### config.mk
export PLATFORM = sky130hd
export DESIGN_NAME = dsp_slice_simd_flat
export DESIGN_NICKNAME = d
export VERILOG_FILES = /design/src/rtl/dsp_slice_simd_if.sv /design/src/rtl/dsp_slice_simd.sv /design/src/flat_wrapper.sv
export SDC_FILE = /design/constraint.sdc
export NUM_CORES = 1
export LEC_CHECK = 0
export CAP_MARGIN = 40
export CORE_MARGIN = 2
export CORE_UTILIZATION = 60
export DETAILED_ROUTE_END_ITERATION = 12
export GPL_TIMING_DRIVEN = 0
export PLACE_DENSITY_LB_ADDON = 0.15
export REMOVE_ABC_BUFFERS = 1
export SLEW_MARGIN = 5
export SYNTH_ARGS = -nofsm -noshare
export SYNTH_HDL_FRONTEND = slang
export SYNTH_SLANG_ARGS = --single-unit
### constraint.sdc
create_clock -name clk -period 10.35 [get_ports clk]
set_input_delay 2.07 -clock clk [delete_from_list [all_inputs] [get_ports clk]]
set_output_delay 2.07 -clock clk [all_outputs]
set_load 0.02 [all_outputs]
### src/rtl/dsp_slice_simd_if.sv
// Operation/result bundle for the multi-lane DSP slice.
// The sticky saturation flag exists only when DSP_SLICE_SIMD_OVF_EN is defined.
interface dsp_slice_simd_if #(
   parameter int DWIDTH = 8,
   parameter int LANES  = 2
);
   logic                      in_valid;
   logic [1:0]                mode;
   logic                      acc_clear;
   logic                      carry_in;
   logic [LANES*DWIDTH-1:0]   ax;
   logic [LANES*DWIDTH-1:0]   ay;
   logic [LANES*DWIDTH-1:0]   az;
   logic                      out_valid;
   logic [LANES*DWIDTH-1:0]   result;
   logic [LANES-1:0]          carry_out;
`ifdef DSP_SLICE_SIMD_OVF_EN
   logic [LANES-1:0]          ovf;
`endif

   // Operation source
   modport master (
      output in_valid, mode, acc_clear, carry_in, ax, ay, az,
      input  out_valid, result, carry_out
`ifdef DSP_SLICE_SIMD_OVF_EN
      , ovf
`endif
   );

   // The slice itself
   modport slave (
      input  in_valid, mode, acc_clear, carry_in, ax, ay, az,
      output out_valid, result, carry_out
`ifdef DSP_SLICE_SIMD_OVF_EN
      , ovf
`endif
   );
endinterface

### src/rtl/dsp_slice_simd.sv
// LANES-wide signed DSP slice: ADD / MUL / MAC / MULADD, saturating product, 3-cycle latency.
// Optional sticky per-lane saturation flag enabled by defining DSP_SLICE_SIMD_OVF_EN.
module dsp_slice_simd #(
   parameter int DWIDTH = 8,
   parameter int LANES  = 2
) (
   input logic             clk,
   input logic             reset,
   dsp_slice_simd_if.slave bus
);

   localparam int PW = 2 * DWIDTH;
   localparam logic [DWIDTH-1:0] SAT_MAX = {1'b0, {(DWIDTH-1){1'b1}}};
   localparam logic [DWIDTH-1:0] SAT_MIN = {1'b1, {(DWIDTH-1){1'b0}}};

   typedef enum logic [1:0] {
      MODE_ADD    = 2'b00,
      MODE_MUL    = 2'b01,
      MODE_MAC    = 2'b10,
      MODE_MULADD = 2'b11
   } mode_e;

   typedef logic [LANES-1:0][DWIDTH-1:0] lane_vec_t;
   typedef logic [LANES-1:0][PW-1:0]     prod_vec_t;

   // ---------------- S1: operand capture ----------------
   logic      v1;
   mode_e     mode1;
   logic      clr1;
   logic      ci1;
   lane_vec_t ax1, ay1, az1;

   // NOTE: sequential state uses non-blocking assignments so every register
   // samples pre-edge values regardless of statement order.
   always_ff @(posedge clk) begin
      if (reset) begin
         v1    <= 1'b0;
         mode1 <= MODE_ADD;
         clr1  <= 1'b0;
         ci1   <= 1'b0;
         ax1   <= '0;
         ay1   <= '0;
         az1   <= '0;
      end else begin
         v1 <= bus.in_valid;
         if (bus.in_valid) begin
            mode1 <= mode_e'(bus.mode);
            clr1  <= bus.acc_clear;
            ci1   <= bus.carry_in;
            ax1   <= bus.ax;
            ay1   <= bus.ay;
            az1   <= bus.az;
         end
      end
   end

   // ---------------- S2: full-width signed product ----------------
   prod_vec_t prod_c;

   // NOTE: every always_comb output gets a default first so no path leaves
   // it unassigned and no latch is inferred.
   always_comb begin
      prod_c = '0;
      for (int i = 0; i < LANES; i++) begin
         prod_c[i] = $signed(ay1[i]) * $signed(az1[i]);
      end
   end

   logic      v2;
   mode_e     mode2;
   logic      clr2;
   logic      ci2;
   lane_vec_t ax2, ay2;
   prod_vec_t prod2;

   always_ff @(posedge clk) begin
      if (reset) begin
         v2    <= 1'b0;
         mode2 <= MODE_ADD;
         clr2  <= 1'b0;
         ci2   <= 1'b0;
         ax2   <= '0;
         ay2   <= '0;
         prod2 <= '0;
      end else begin
         v2 <= v1;
         if (v1) begin
            mode2 <= mode1;
            clr2  <= clr1;
            ci2   <= ci1;
            ax2   <= ax1;
            ay2   <= ay1;
            prod2 <= prod_c;
         end
      end
   end

   // ---------------- S3: down-cast, operand select, add ----------------
   lane_vec_t             result_q;
   logic [LANES-1:0]      carry_q;
   logic                  out_valid_q;

   lane_vec_t             sat_val;
   logic [LANES-1:0]      sat_hit;
   lane_vec_t             op_a, op_b;
   logic                  cin;
   logic [LANES-1:0][DWIDTH:0] sum;
   lane_vec_t             res_c;
   logic [LANES-1:0]      co_c;
   logic                  mac_clear;

   always_comb begin
      sat_val   = '0;
      sat_hit   = '0;
      op_a      = '0;
      op_b      = '0;
      sum       = '0;
      res_c     = '0;
      co_c      = '0;
      cin       = ci2;
      mac_clear = (mode2 == MODE_MAC) && clr2;

      for (int i = 0; i < LANES; i++) begin
         // Product fits when its top DWIDTH+1 bits are all copies of the sign.
         if ((&prod2[i][PW-1:DWIDTH-1]) || !(|prod2[i][PW-1:DWIDTH-1])) begin
            sat_val[i] = prod2[i][DWIDTH-1:0];
         end else begin
            sat_val[i] = prod2[i][PW-1] ? SAT_MIN : SAT_MAX;
            sat_hit[i] = (mode2 != MODE_ADD);
         end

         unique case (mode2)
            MODE_ADD: begin
               op_a[i] = ax2[i];
               op_b[i] = ay2[i];
            end
            MODE_MUL: begin
               op_a[i] = '0;
               op_b[i] = sat_val[i];
            end
            MODE_MAC: begin
               // The result register doubles as the accumulator.
               op_a[i] = clr2 ? '0 : result_q[i];
               op_b[i] = sat_val[i];
            end
            default: begin
               op_a[i] = ax2[i];
               op_b[i] = sat_val[i];
            end
         endcase

         sum[i] = {1'b0, op_a[i]} + {1'b0, op_b[i]}
                + {{DWIDTH{1'b0}}, (mode2 == MODE_MUL) ? 1'b0 : cin};
         res_c[i] = sum[i][DWIDTH-1:0];
         co_c[i]  = sum[i][DWIDTH];
      end
   end

   always_ff @(posedge clk) begin
      if (reset) begin
         out_valid_q <= 1'b0;
         result_q    <= '0;
         carry_q     <= '0;
      end else begin
         out_valid_q <= v2;
         if (v2) begin
            result_q <= res_c;
            carry_q  <= co_c;
         end
      end
   end

`ifdef DSP_SLICE_SIMD_OVF_EN
   logic [LANES-1:0] ovf_q;

   // A saturating op in the same MAC that clears the flag leaves it set.
   always_ff @(posedge clk) begin
      if (reset) begin
         ovf_q <= '0;
      end else if (v2) begin
         ovf_q <= (mac_clear ? '0 : ovf_q) | sat_hit;
      end
   end

   assign bus.ovf = ovf_q;
`else
   logic unused_ovf;
   assign unused_ovf = ^{sat_hit, mac_clear};
`endif

   assign bus.out_valid = out_valid_q;
   assign bus.result    = result_q;
   assign bus.carry_out = carry_q;

endmodule
### src/flat_wrapper.sv
// flat-port wrapper written by rule: the top's interface ports become plain ports
module dsp_slice_simd_flat 
#(
   parameter int DWIDTH = 8,
   parameter int LANES  = 2
)
  (clk, reset, bus_in_valid, bus_mode, bus_acc_clear, bus_carry_in, bus_ax, bus_ay, bus_az, bus_out_valid, bus_result, bus_carry_out);
  dsp_slice_simd_if #(.DWIDTH(DWIDTH), .LANES(LANES)) bus_i ();
  input logic clk;
  input logic reset;
  input wire logic [$bits(bus_i.in_valid)-1:0] bus_in_valid;
  input wire logic [$bits(bus_i.mode)-1:0] bus_mode;
  input wire logic [$bits(bus_i.acc_clear)-1:0] bus_acc_clear;
  input wire logic [$bits(bus_i.carry_in)-1:0] bus_carry_in;
  input wire logic [$bits(bus_i.ax)-1:0] bus_ax;
  input wire logic [$bits(bus_i.ay)-1:0] bus_ay;
  input wire logic [$bits(bus_i.az)-1:0] bus_az;
  output wire logic [$bits(bus_i.out_valid)-1:0] bus_out_valid;
  output wire logic [$bits(bus_i.result)-1:0] bus_result;
  output wire logic [$bits(bus_i.carry_out)-1:0] bus_carry_out;
  assign bus_i.in_valid = bus_in_valid;
  assign bus_i.mode = bus_mode;
  assign bus_i.acc_clear = bus_acc_clear;
  assign bus_i.carry_in = bus_carry_in;
  assign bus_i.ax = bus_ax;
  assign bus_i.ay = bus_ay;
  assign bus_i.az = bus_az;
  assign bus_out_valid = bus_i.out_valid;
  assign bus_result = bus_i.result;
  assign bus_carry_out = bus_i.carry_out;
  dsp_slice_simd #(.DWIDTH(DWIDTH), .LANES(LANES)) u_core (.clk(clk), .reset(reset), .bus(bus_i));
endmodule
# Word-level counts from Yosys, hierarchy flattened
# Index checks and enable logic that the tools add are counted.
# classes
n_mul	2
n_mux	11
n_addsub	4
n_reduce_logical	9
n_eq_ne	2
# op_table
operator	n
8-bit two-way mux	8
8-bit by 8-bit multiplier with 16-bit output	2
8-bit one-hot mux with 2 select lines	2
8-bit by 8-bit adder with 9-bit output	2
9-bit by 1-bit adder with 9-bit output	2
9-bit AND reduction	2
9-bit OR reduction	2
2-bit by 1-bit == test with 1-bit output (second input constant)	1
2-bit == test (second input constant)	1
1-bit logical NOT	2
2-bit logical NOT	1
1-bit logical OR	2
1-bit two-way mux	1
# totals
input_bits	55
reg_bits	141
word_cells	52

# Logic depth before layout (Yosys ltp)
# Gate-level depths: netlist (run 1).
# depth
depth_word	7
ltp_mapped	17
depth_no_buf	16

# Least setup slack after synthesis (run 1)
# No wires, ideal clock.
# synth_timing
path_type	flip-flop to flip-flop
start	register u_core.ay1[13] (netlist bit)
end	register u_core.prod2[29] (netlist bit)
stages_incl_launch_ff	18
slack_ps	6182
arrival_time_ps	4035
cell_sequence	dfxtp_1 -> clkbuf_1 -> and2_1 -> fa_1 -> inv_1 -> fa_1 -> inv_1 -> fa_1 -> inv_1 -> fa_1 -> inv_1 -> ha_1 -> a21o_1 -> a21oi_2 -> a31oi_1 -> or3_2 -> nand3_1 -> a21oi_1
# synth_via
elab_chain_len	1
# synth_lines
element	line_no	text
start: declaration	dsp_slice_simd.sv:31	lane_vec_t ax1, ay1, az1;
start signal: assignment	dsp_slice_simd.sv:51	ay1 <= bus.ay;
8-bit by 8-bit multiplier with 16-bit output	dsp_slice_simd.sv:65	prod_c[i] = $signed(ay1[i]) * $signed(az1[i]);
end signal: assignment	dsp_slice_simd.sv:93	prod2 <= prod_c;
end: declaration	dsp_slice_simd.sv:74	prod_vec_t prod2;
# No other way between the ends.
# A chain may end at the register's enable or synchronous reset.

# Final worst setup path (run 1)
# layout_timing
start	register u_core.ay1[14] (netlist bit)
end	register u_core.prod2[29] (netlist bit)
# Same word-level chain as after synthesis.

==> impl_metrics.sql, run 1 <==
INSERT INTO impl_metrics (metric_group, metric, value, unit) VALUES
('grt', 'largest_net_degree_at_the_start_of_global_routing', '79', ''),
('cells_and_area', 'nets', '1531', ''),
('timing', 'rsz_0062_raised_after_global_routing', 'false', ''),
('worst_setup_path', 'critical_path.cell_chain', 'and2_1 > fa_1 > inv_1 > fa_1 > inv_1 > fa_1 > inv_1 > fa_1 > inv_1 > ha_1 > a21o_1 > a21oi_2 > a31oi_1 > or3_2 > nand3_1 > a21oi_1', ''),
('detailed_routing', 'route.detailed.drc', '0', ''),
('power_and_ir_drop', 'power_per_cell_area', '118', 'nW/um^2'),
('timing', 'worst_slew_margin_rel', '0.460', ''),
('grt', 'grt_first_pass_wirelength', '40.6', 'mm'),
('power_and_ir_drop', 'power.share.combinational', '0.198', ''),
('worst_setup_path', 'crit_path_start', 'u_core.ay1[14]$_SDFFE_PP0P_', ''),
('clock_network', 'cts_setup_buffers', '0', ''),
('floorplan', 'ioPinCount', '74', ''),
('min_path', 'timing.hold.worst_path_depth', '2', ''),
('clock_network', 'holdBufCountCts', '0', ''),
('power_and_ir_drop', 'irDropWorstVdd', '0.126', 'mV'),
('yosys', 'number_of_enable_type_register_cells_in_the_synthesized_netlist', '0', ''),
('cells_and_area', 'count_of_placed_standard_cells_in_the_final_layout_fillers_left_out', '1529', ''),
('clock_network', 'max-clock-path-buffers', '2', ''),
('placed_design', 'placed_cells_incl_taps', '1497', ''),
('yosys', 'postSynthRegisterBits', '141', ''),
('clock_network', 'clk-insertion-delay-late', '430', 'ps'),
('yosys', 'post_synth_inst_count', '1246', ''),
('flow_run', 'max_cap_viol_count', '0', ''),
('yosys', 'synth_cell_type_count', '58', ''),
('power_and_ir_drop', 'seq_pwr_share', '0.406', ''),
('grt', 'grt.met1_usage', '0.343', ''),
('placed_design', 'dp.final_hpwl', '16.9', 'mm'),
('detailed_routing', 'drt_iter0_markers', '336', ''),
('clock_network', 'htree_levels', '4', ''),
('power_and_ir_drop', 'p_leak', '0.00573', 'uW'),
('min_path', 'timing.hold.worst.start', 'u_core.prod2[0]$_SDFFE_PP0P_', ''),
('power_and_ir_drop', 'clkPwrFrac', '0.396', ''),
('cells_and_area', 'syn_to_final_growth', '12.9', '%'),
('grt', 'first_global_vias', '8399', ''),
('floorplan', 'initial_utilization', '0.615', ''),
('floorplan', 'dieWidth', '140', 'microns'),
('grt', 'global_route.peak_usage_layer', 'met2', ''),
('clock_network', 'cts_made_buffers', '17', ''),
('cells_and_area', 'drive_gt1_frac', '0.0408', ''),
('grt', 'groute.layer.met3.usage', '0.0414', ''),
('floorplan', 'num_rows', '49', ''),
('min_path', 'min-delay-path-class', 'register to register', ''),
('detailed_routing', 'drt-pass1-iter-count', '7', ''),
('worst_setup_path', 'worst-setup-path-type', 'register to register', ''),
('worst_setup_path', 'cp_data_arrival_time', '4800', 'ps'),
('timing', 'finalSetupTns', '0', 'ps'),
('clock_network', 'tritoncts', 'done', ''),
('detailed_routing', 'num_vias', '8201', ''),
('yosys', 'yosysWarningCount', '0', ''),
('detailed_routing', 'routed_wire_length_per_instance', '14.9', 'microns'),
('timing', 'final_min_period_over_clock_period', '0.435', ''),
('grt', 'total_congestion_overflow_after_global_routing', '0', ''),
('yosys', 'synthesis.area_per_instance', '8.92', 'sq um'),
('worst_setup_path', 'rr_startpoint', 'u_core.ay1[14]$_SDFFE_PP0P_', ''),
('worst_setup_path', 'worst_setup_path_start_kind', 'register', ''),
('timing', 'fmax', '222', 'MHz'),
('clock_network', 'total_of_cells_resized_after_clock_tree_synthesis', '0', ''),
('worst_setup_path', 'r2r.worst_path.cells', '16', ''),
('worst_setup_path', 'cpPeakStageDelay', '550', 'ps'),
('timing', 'setup_violations', '0', ''),
('cells_and_area', 'antenna-diode-count', '0', ''),
('detailed_routing', 'antenna_violating_nets_post_route', '0', ''),
('floorplan', 'die_h', '140', 'microns'),
('grt', 'global_route.usage.total', '0.253', ''),
('floorplan', 'die_area', '19600', 'sq um'),
('power_and_ir_drop', 'internal_power_contribution', '1020', 'uW'),
('power_and_ir_drop', 'power.share.switching', '0.315', ''),
('grt', 'grt.met2_usage', '0.425', ''),
('grt', 'grt_antenna_before_repair', '0', ''),
('timing', 'worst_slew_pin_slew', '809', 'ps'),
('status', 'run_status', 'finished, final reports clean', '');
## through the flow
stage                     total power, uW  cell area, sq um   util  hold slack (ps)  setup slack (ps)
after floorplan                       805             10900      -              435              6240
after global placement                903             11900  0.658              453              1580
after detailed placement              904             12000  0.664              461              5900
after CTS                            1500             12600  0.694              470              5860
after global routing                 1560             12600  0.694              506              5620
final                                1490             12600  0.694              474              5850
## layout make-up
class                   count  area [sq um]  area share
clock buffers              18           429      0.0342
well taps                 229           287      0.0228
flip-flops and latches    141          2830       0.225
multi-input cells         857          7330       0.584
clock inverters            14           126      0.0101
inverters                 192           721      0.0574
repair buffers             78           835      0.0665
## synthesized netlist by cell type (all sizes together), types with 2 or more instances
cell / n / area, sq um
and2: 84 / 526
nor4: 7 / 43.8
buf: 17 / 96.3
nor2b: 20 / 133
o22ai: 4 / 25.0
nand2: 86 / 323
o21ai: 51 / 255
a311o: 2 / 20.0
or3: 5 / 32.5
xor2: 7 / 61.3
a211oi: 6 / 45.0
dfxtp: 141 / 2820
nor3b: 3 / 22.5
nand4b: 2 / 17.5
a21oi: 41 / 216
inv: 192 / 721
xnor2: 23 / 201
o311ai: 2 / 17.5
nor2: 136 / 510
o21a: 4 / 30.0
a21o: 9 / 68.8
a21boi: 2 / 18.8
nand4: 6 / 37.5
mux2i: 110 / 1100
nor3: 13 / 65.1
mux2: 5 / 56.3
o211ai: 2 / 15.0
nand3: 13 / 65.1
clkbuf: 39 / 146
nand2b: 5 / 31.3
ha: 75 / 938
a2111oi: 2 / 23.8
a31oi: 4 / 25.0
fa: 114 / 2280
## worst max-delay path, delay by kind of cell, from the launching register on
kind                     cells  cell delay, ps
adder cells (fa/ha/maj)      5            2350
flip-flops                   1             460
AO/OA/AOI/OAI                4             600
AND/OR/NAND/NOR              3             760
buffers and inverters        4             200
## registers in the layout, summed over array words and instances (netlist names)
signal	flops
u_core.ax1	16
u_core.ax2	16
u_core.ay1	16
u_core.ay2	16
u_core.az1	16
u_core.bus.carry_out	2
u_core.bus.out_valid	1
u_core.bus.result	16
u_core.ci1	1
u_core.ci2	1
u_core.clr1	1
u_core.clr2	1
u_core.mode1	2
u_core.mode2	2
u_core.prod2	32
u_core.v1	1
u_core.v2	1
## placed cells by master (no fill, tap or decap), types with 3 or more instances in the layout
cell and n:
sky130_fd_sc_hd__buf_16 3, sky130_fd_sc_hd__inv_8 4, sky130_fd_sc_hd__nor2_1 136, sky130_fd_sc_hd__o22ai_1 4
sky130_fd_sc_hd__xor2_1 7, sky130_fd_sc_hd__dfxtp_1 140, sky130_fd_sc_hd__inv_1 192, sky130_fd_sc_hd__nor3b_1 3
sky130_fd_sc_hd__nand4_1 6, sky130_fd_sc_hd__nand3_1 13, sky130_fd_sc_hd__ha_1 75, sky130_fd_sc_hd__mux2_2 5
sky130_fd_sc_hd__a211oi_1 6, sky130_fd_sc_hd__fa_1 114, sky130_fd_sc_hd__a31oi_1 4, sky130_fd_sc_hd__clkdlybuf4s50_1 71
sky130_fd_sc_hd__nor4_1 7, sky130_fd_sc_hd__a21oi_2 3, sky130_fd_sc_hd__nor2b_1 19, sky130_fd_sc_hd__o21ai_1 12
sky130_fd_sc_hd__a21oi_1 38, sky130_fd_sc_hd__nor3_1 13, sky130_fd_sc_hd__clkbuf_16 17, sky130_fd_sc_hd__and2_1 84
sky130_fd_sc_hd__o21a_1 4, sky130_fd_sc_hd__clkinv_4 3, sky130_fd_sc_hd__a21o_1 8, sky130_fd_sc_hd__xnor2_1 23
sky130_fd_sc_hd__nand2b_1 5, sky130_fd_sc_hd__nand2_1 86, sky130_fd_sc_hd__o21ai_0 39, sky130_fd_sc_hd__inv_6 4
sky130_fd_sc_hd__or3_1 4, sky130_fd_sc_hd__mux2i_1 110
## metal layers
layer / part of all wire / vias to the layer above / routed length [microns]
li1: - / 4063 / -
met1: 0.47 / 3972 / 10700
met2: 0.48 / 144 / 10900
met3: 0.040 / 22 / 917
met4: 0.014 / 0 / 321
met5: 0 / - / 0
## power groups by stage
stage | clock, uW | combinational (uW) | sequential, uW
global placement | 0 | 284 | 619
finish | 588 | 295 | 604
detailed placement | 0 | 289 | 615
CTS | 599 | 298 | 603
global route | 617 | 338 | 608
floorplan | 0 | 200 | 605
## kinds of logic (layout without fill, tap and decap cells)
kind of cell    after synthesis  count (layout)  share of synthesized area
simple gates                385             385                      0.166
buf+inv                     248             302                     0.0867
fa+ha+maj                   189             189                      0.290
flops                       141             141                      0.254
compound gates              138             138                     0.0760
mux                         115             115                      0.104
xor+xnor                     30              30                     0.0236
## worst paths after layout
| kind | endpoint | slack, ps |
|---|---|---|
| setup / recovery | u_core.prod2[29]$_SDFFE_PP0P_ | 5850 |
| hold / removal | u_core.prod2[0]$_SDFFE_PP0P_ | 470 |
| setup reg to reg | u_core.prod2[29]$_SDFFE_PP0P_ | 5850 |
| hold reg to reg | u_core.prod2[0]$_SDFFE_PP0P_ | 470 |
Power figures use the tool's default switching activity.
==> run 2: changes to the inputs <==
Clock period 10.35 ns to 4.6 ns, I/O delays scaled along.
==> impl_metrics.sql, run 2 (synthesis gave the netlist of run 1 again) <==
INSERT INTO impl_metrics (metric_group, metric, value, unit) VALUES
('placed_design', 'placement.cell_area', '12000', 'sq um'),
('grt', 'grt_first_pass_wirelength', '40.6', 'mm'),
('worst_setup_path', 'crit_path_max_fanout', '9', ''),
('worst_setup_path', 'worst-setup-path-type', 'register to register', ''),
('clock_network', 'holdBufCountCts', '0', ''),
('worst_setup_path', 'critical_path.endpoint_type', 'register', ''),
('placed_design', 'placed_cells_incl_taps', '1497', ''),
('grt', 'first_global_vias', '8399', ''),
('cells_and_area', 'nets', '1531', ''),
('clock_network', 'cts_setup_buffers', '0', ''),
('grt', 'global_route.usage.total', '0.253', ''),
('clock_network', 'max-clock-path-buffers', '2', ''),
('cells_and_area', 'final_area', '12600', 'sq um'),
('min_path', 'timing.hold.worst_path_depth', '2', ''),
('placed_design', 'port_buffers', '73', ''),
('worst_setup_path', 'reg2reg_slack', '240', 'ps'),
('timing', 'worst_slew_pin_slew', '799', 'ps'),
('timing', 'setup_violations', '0', ''),
('cells_and_area', 'count_of_placed_standard_cells_in_the_final_layout_fillers_left_out', '1529', ''),
('detailed_routing', 'routed_wire_length_per_instance', '14.9', 'microns'),
('worst_setup_path', 'r2r.worst_path.cells', '16', ''),
('clock_network', 'cts_root_buf', 'sky130_fd_sc_hd__clkbuf_16', ''),
('grt', 'largest_net_degree_at_the_start_of_global_routing', '79', ''),
('cells_and_area', 'max_flop_register', 'u_core.prod2', ''),
('flow_run', 'max_cap_viol_count', '0', ''),
('timing', 'report.final.hold_viol_count', '0', ''),
('cells_and_area', 'drive_gt1_frac', '0.0531', ''),
('cells_and_area', 'fin_util', '0.696', ''),
('clock_network', 'cts_made_buffers', '17', ''),
('detailed_routing', 'num_vias', '8172', ''),
('detailed_routing', 'drt-pass1-iter-count', '7', ''),
('cells_and_area', 'syn_to_final_growth', '13.2', '%'),
('worst_setup_path', 'worst_ep_required_time', '4900', 'ps'),
('cells_and_area', 'largest_register_ffs', '32', ''),
('timing', 'timing.final.crit_period', '4360', 'ps'),
('timing', 'final_min_period_over_clock_period', '0.948', ''),
('worst_setup_path', 'worst_setup_path_start_kind', 'register', ''),
('min_path', 'timing.hold.worst.start', 'u_core.prod2[0]$_SDFFE_PP0P_', ''),
('clock_network', 'clk-insertion-delay-late', '430', 'ps'),
('placed_design', 'dp.final_hpwl', '16.9', 'mm'),
('floorplan', 'core_footprint', '18100', 'sq um'),
('floorplan', 'die_h', '140', 'microns'),
('power_and_ir_drop', 'irDropWorstVdd', '0.285', 'mV'),
('cells_and_area', 'layout_common_cells', 'sky130_fd_sc_hd__inv_1 (192), sky130_fd_sc_hd__nor2_1 (136), sky130_fd_sc_hd__dfxtp_1 (126), sky130_fd_sc_hd__fa_1 (113), sky130_fd_sc_hd__mux2i_1 (110)', ''),
('floorplan', 'ioPinCount', '74', ''),
('clock_network', 'htree_levels', '4', ''),
('clock_network', 'total_of_cells_resized_after_clock_tree_synthesis', '0', ''),
('grt', 'total_congestion_overflow_after_global_routing', '0', ''),
('worst_setup_path', 'cpPeakStageDelay', '540', 'ps'),
('worst_setup_path', 'critical_path.cell_chain', 'and2_1 > fa_1 > inv_1 > fa_1 > inv_1 > fa_1 > inv_1 > fa_1 > inv_1 > ha_1 > a21o_1 > a21oi_4 > a31oi_2 > or3_2 > nand3_1 > a21oi_1', ''),
('detailed_routing', 'postRouteWirelength', '22.8', 'mm'),
('min_path', 'min-delay-path-class', 'register to register', ''),
('cells_and_area', 'antenna-diode-count', '0', ''),
('worst_setup_path', 'timing.critical_path.slowest_stage_cell', 'sky130_fd_sc_hd__fa_1', ''),
('status', 'run_status', 'finished, final reports clean', ''),
('placed_design', 'routabilityCongestion', '0.830', ''),
('grt', 'grt_antenna_before_repair', '0', ''),
('detailed_routing', 'antenna_violating_nets_post_route', '0', ''),
('worst_setup_path', 'rr_startpoint', 'u_core.az1[10]$_SDFFE_PP0P_', ''),
('power_and_ir_drop', 'power_per_cell_area', '266', 'nW/um^2'),
('timing', 'finalWorstSetupSlack', '239', 'ps'),
('cells_and_area', 'layout.filler_cells', '1393', ''),
('floorplan', 'die_area', '19600', 'sq um'),
('floorplan', 'num_rows', '49', ''),
('cells_and_area', 'mostFrequentLayoutCell', 'sky130_fd_sc_hd__inv_1', ''),
('timing', 'rsz_0062_raised_after_global_routing', 'false', ''),
('worst_setup_path', 'crit_path_start', 'u_core.az1[10]$_SDFFE_PP0P_', ''),
('clock_network', 'tritoncts', 'done', ''),
('detailed_routing', 'route.detailed.drc', '0', ''),
('worst_setup_path', 'worstReg2RegEnd', 'u_core.prod2[29]$_SDFFE_PP0P_', ''),
('timing', 'worst_slew_margin_rel', '0.466', ''),
('detailed_routing', 'drt_iter0_markers', '338', ''),
('timing', 'report.final.slew_viol_count', '0', ''),
('placed_design', 'post-place-ws', '146', 'ps'),
('worst_setup_path', 'setup.worst_path.end', 'u_core.prod2[29]$_SDFFE_PP0P_', ''),
('floorplan', 'dieWidth', '140', 'microns'),
('timing', 'fmax', '229', 'MHz'),
('timing', 'finClkSkew', '9.78', 'ps'),
('worst_setup_path', 'cp_data_arrival_time', '4660', 'ps'),
('power_and_ir_drop', 'p_leak', '0.00574', 'uW'),
('clock_network', 'clock_input_transition_at_the_sequential_cells_of_the_worst_setup_and_hold_paths', '70', 'ps'),
('detailed_routing', 'route.detailed.vias_per_inst', '5.34', ''),
('floorplan', 'initial_utilization', '0.615', ''),
('power_and_ir_drop', 'finalPower', '3350', 'uW'),
('clock_network', 'cts.sinks', '141', '');
## run 2: cell counts in the layout (fill, tap and decap cells not counted)
Identical to the previous run, type by type.
## run 2: routing by layer
layer  part of all wire  vias up  GRT usage
li1                   -     4059          -
met2               0.48      131      0.425
met5                  0        -          0
met1               0.46     3958      0.343
met4              0.014        0     0.0686
met3              0.041       24     0.0414
## run 2: worst max-delay path: cells and delay by family, from the launching register on
| family | cells | cell delay, ps |
|---|---|---|
| and+or+nand+nor | 3 | 720 |
| buffers and inverters | 4 | 200 |
| AOI/OAI and AO/OA | 4 | 560 |
| DFF | 1 | 390 |
| adders and majority gates | 5 | 2380 |
## run 2: worst min path at each step
stage,endpoint,slack [ps]
2_1_floorplan,u_core.prod2[0]$_SDFFE_PP0P_,440
5_1_grt,u_core.prod2[0]$_SDFFE_PP0P_,510
4_1_cts,u_core.prod2[0]$_SDFFE_PP0P_,470
6_report,u_core.prod2[0]$_SDFFE_PP0P_,470
3_5_place_dp,u_core.prod2[0]$_SDFFE_PP0P_,460
3_3_place_gp,u_core.prod2[0]$_SDFFE_PP0P_,450
## run 2: final cells by class
type | instances | area [sq um] | area share
Clock buffer | 18 | 429 | 0.0341
Clock inverter | 14 | 126 | 0.0100
Inverter | 192 | 721 | 0.0572
Multi-Input combinational cell | 857 | 7350 | 0.584
Sequential cell | 141 | 2840 | 0.226
Tap cell | 229 | 287 | 0.0228
Timing Repair Buffer | 78 | 835 | 0.0663
## run 2: power by group
part | switching (uW) | total [uW] | internal [uW]
registers | 80.5 | 1360 | 1280
clock network | 614 | 1330 | 712
logic | 362 | 665 | 303
total | 1060 | 3350 | 2290
## run 2: stage by stage
stage	hold WS (ps)	setup TNS, ps
4_1_cts	470	0
6_report	471	0
3_5_place_dp	461	0
2_1_floorplan	435	0
3_3_place_gp	453	-158930
5_1_grt	506	0
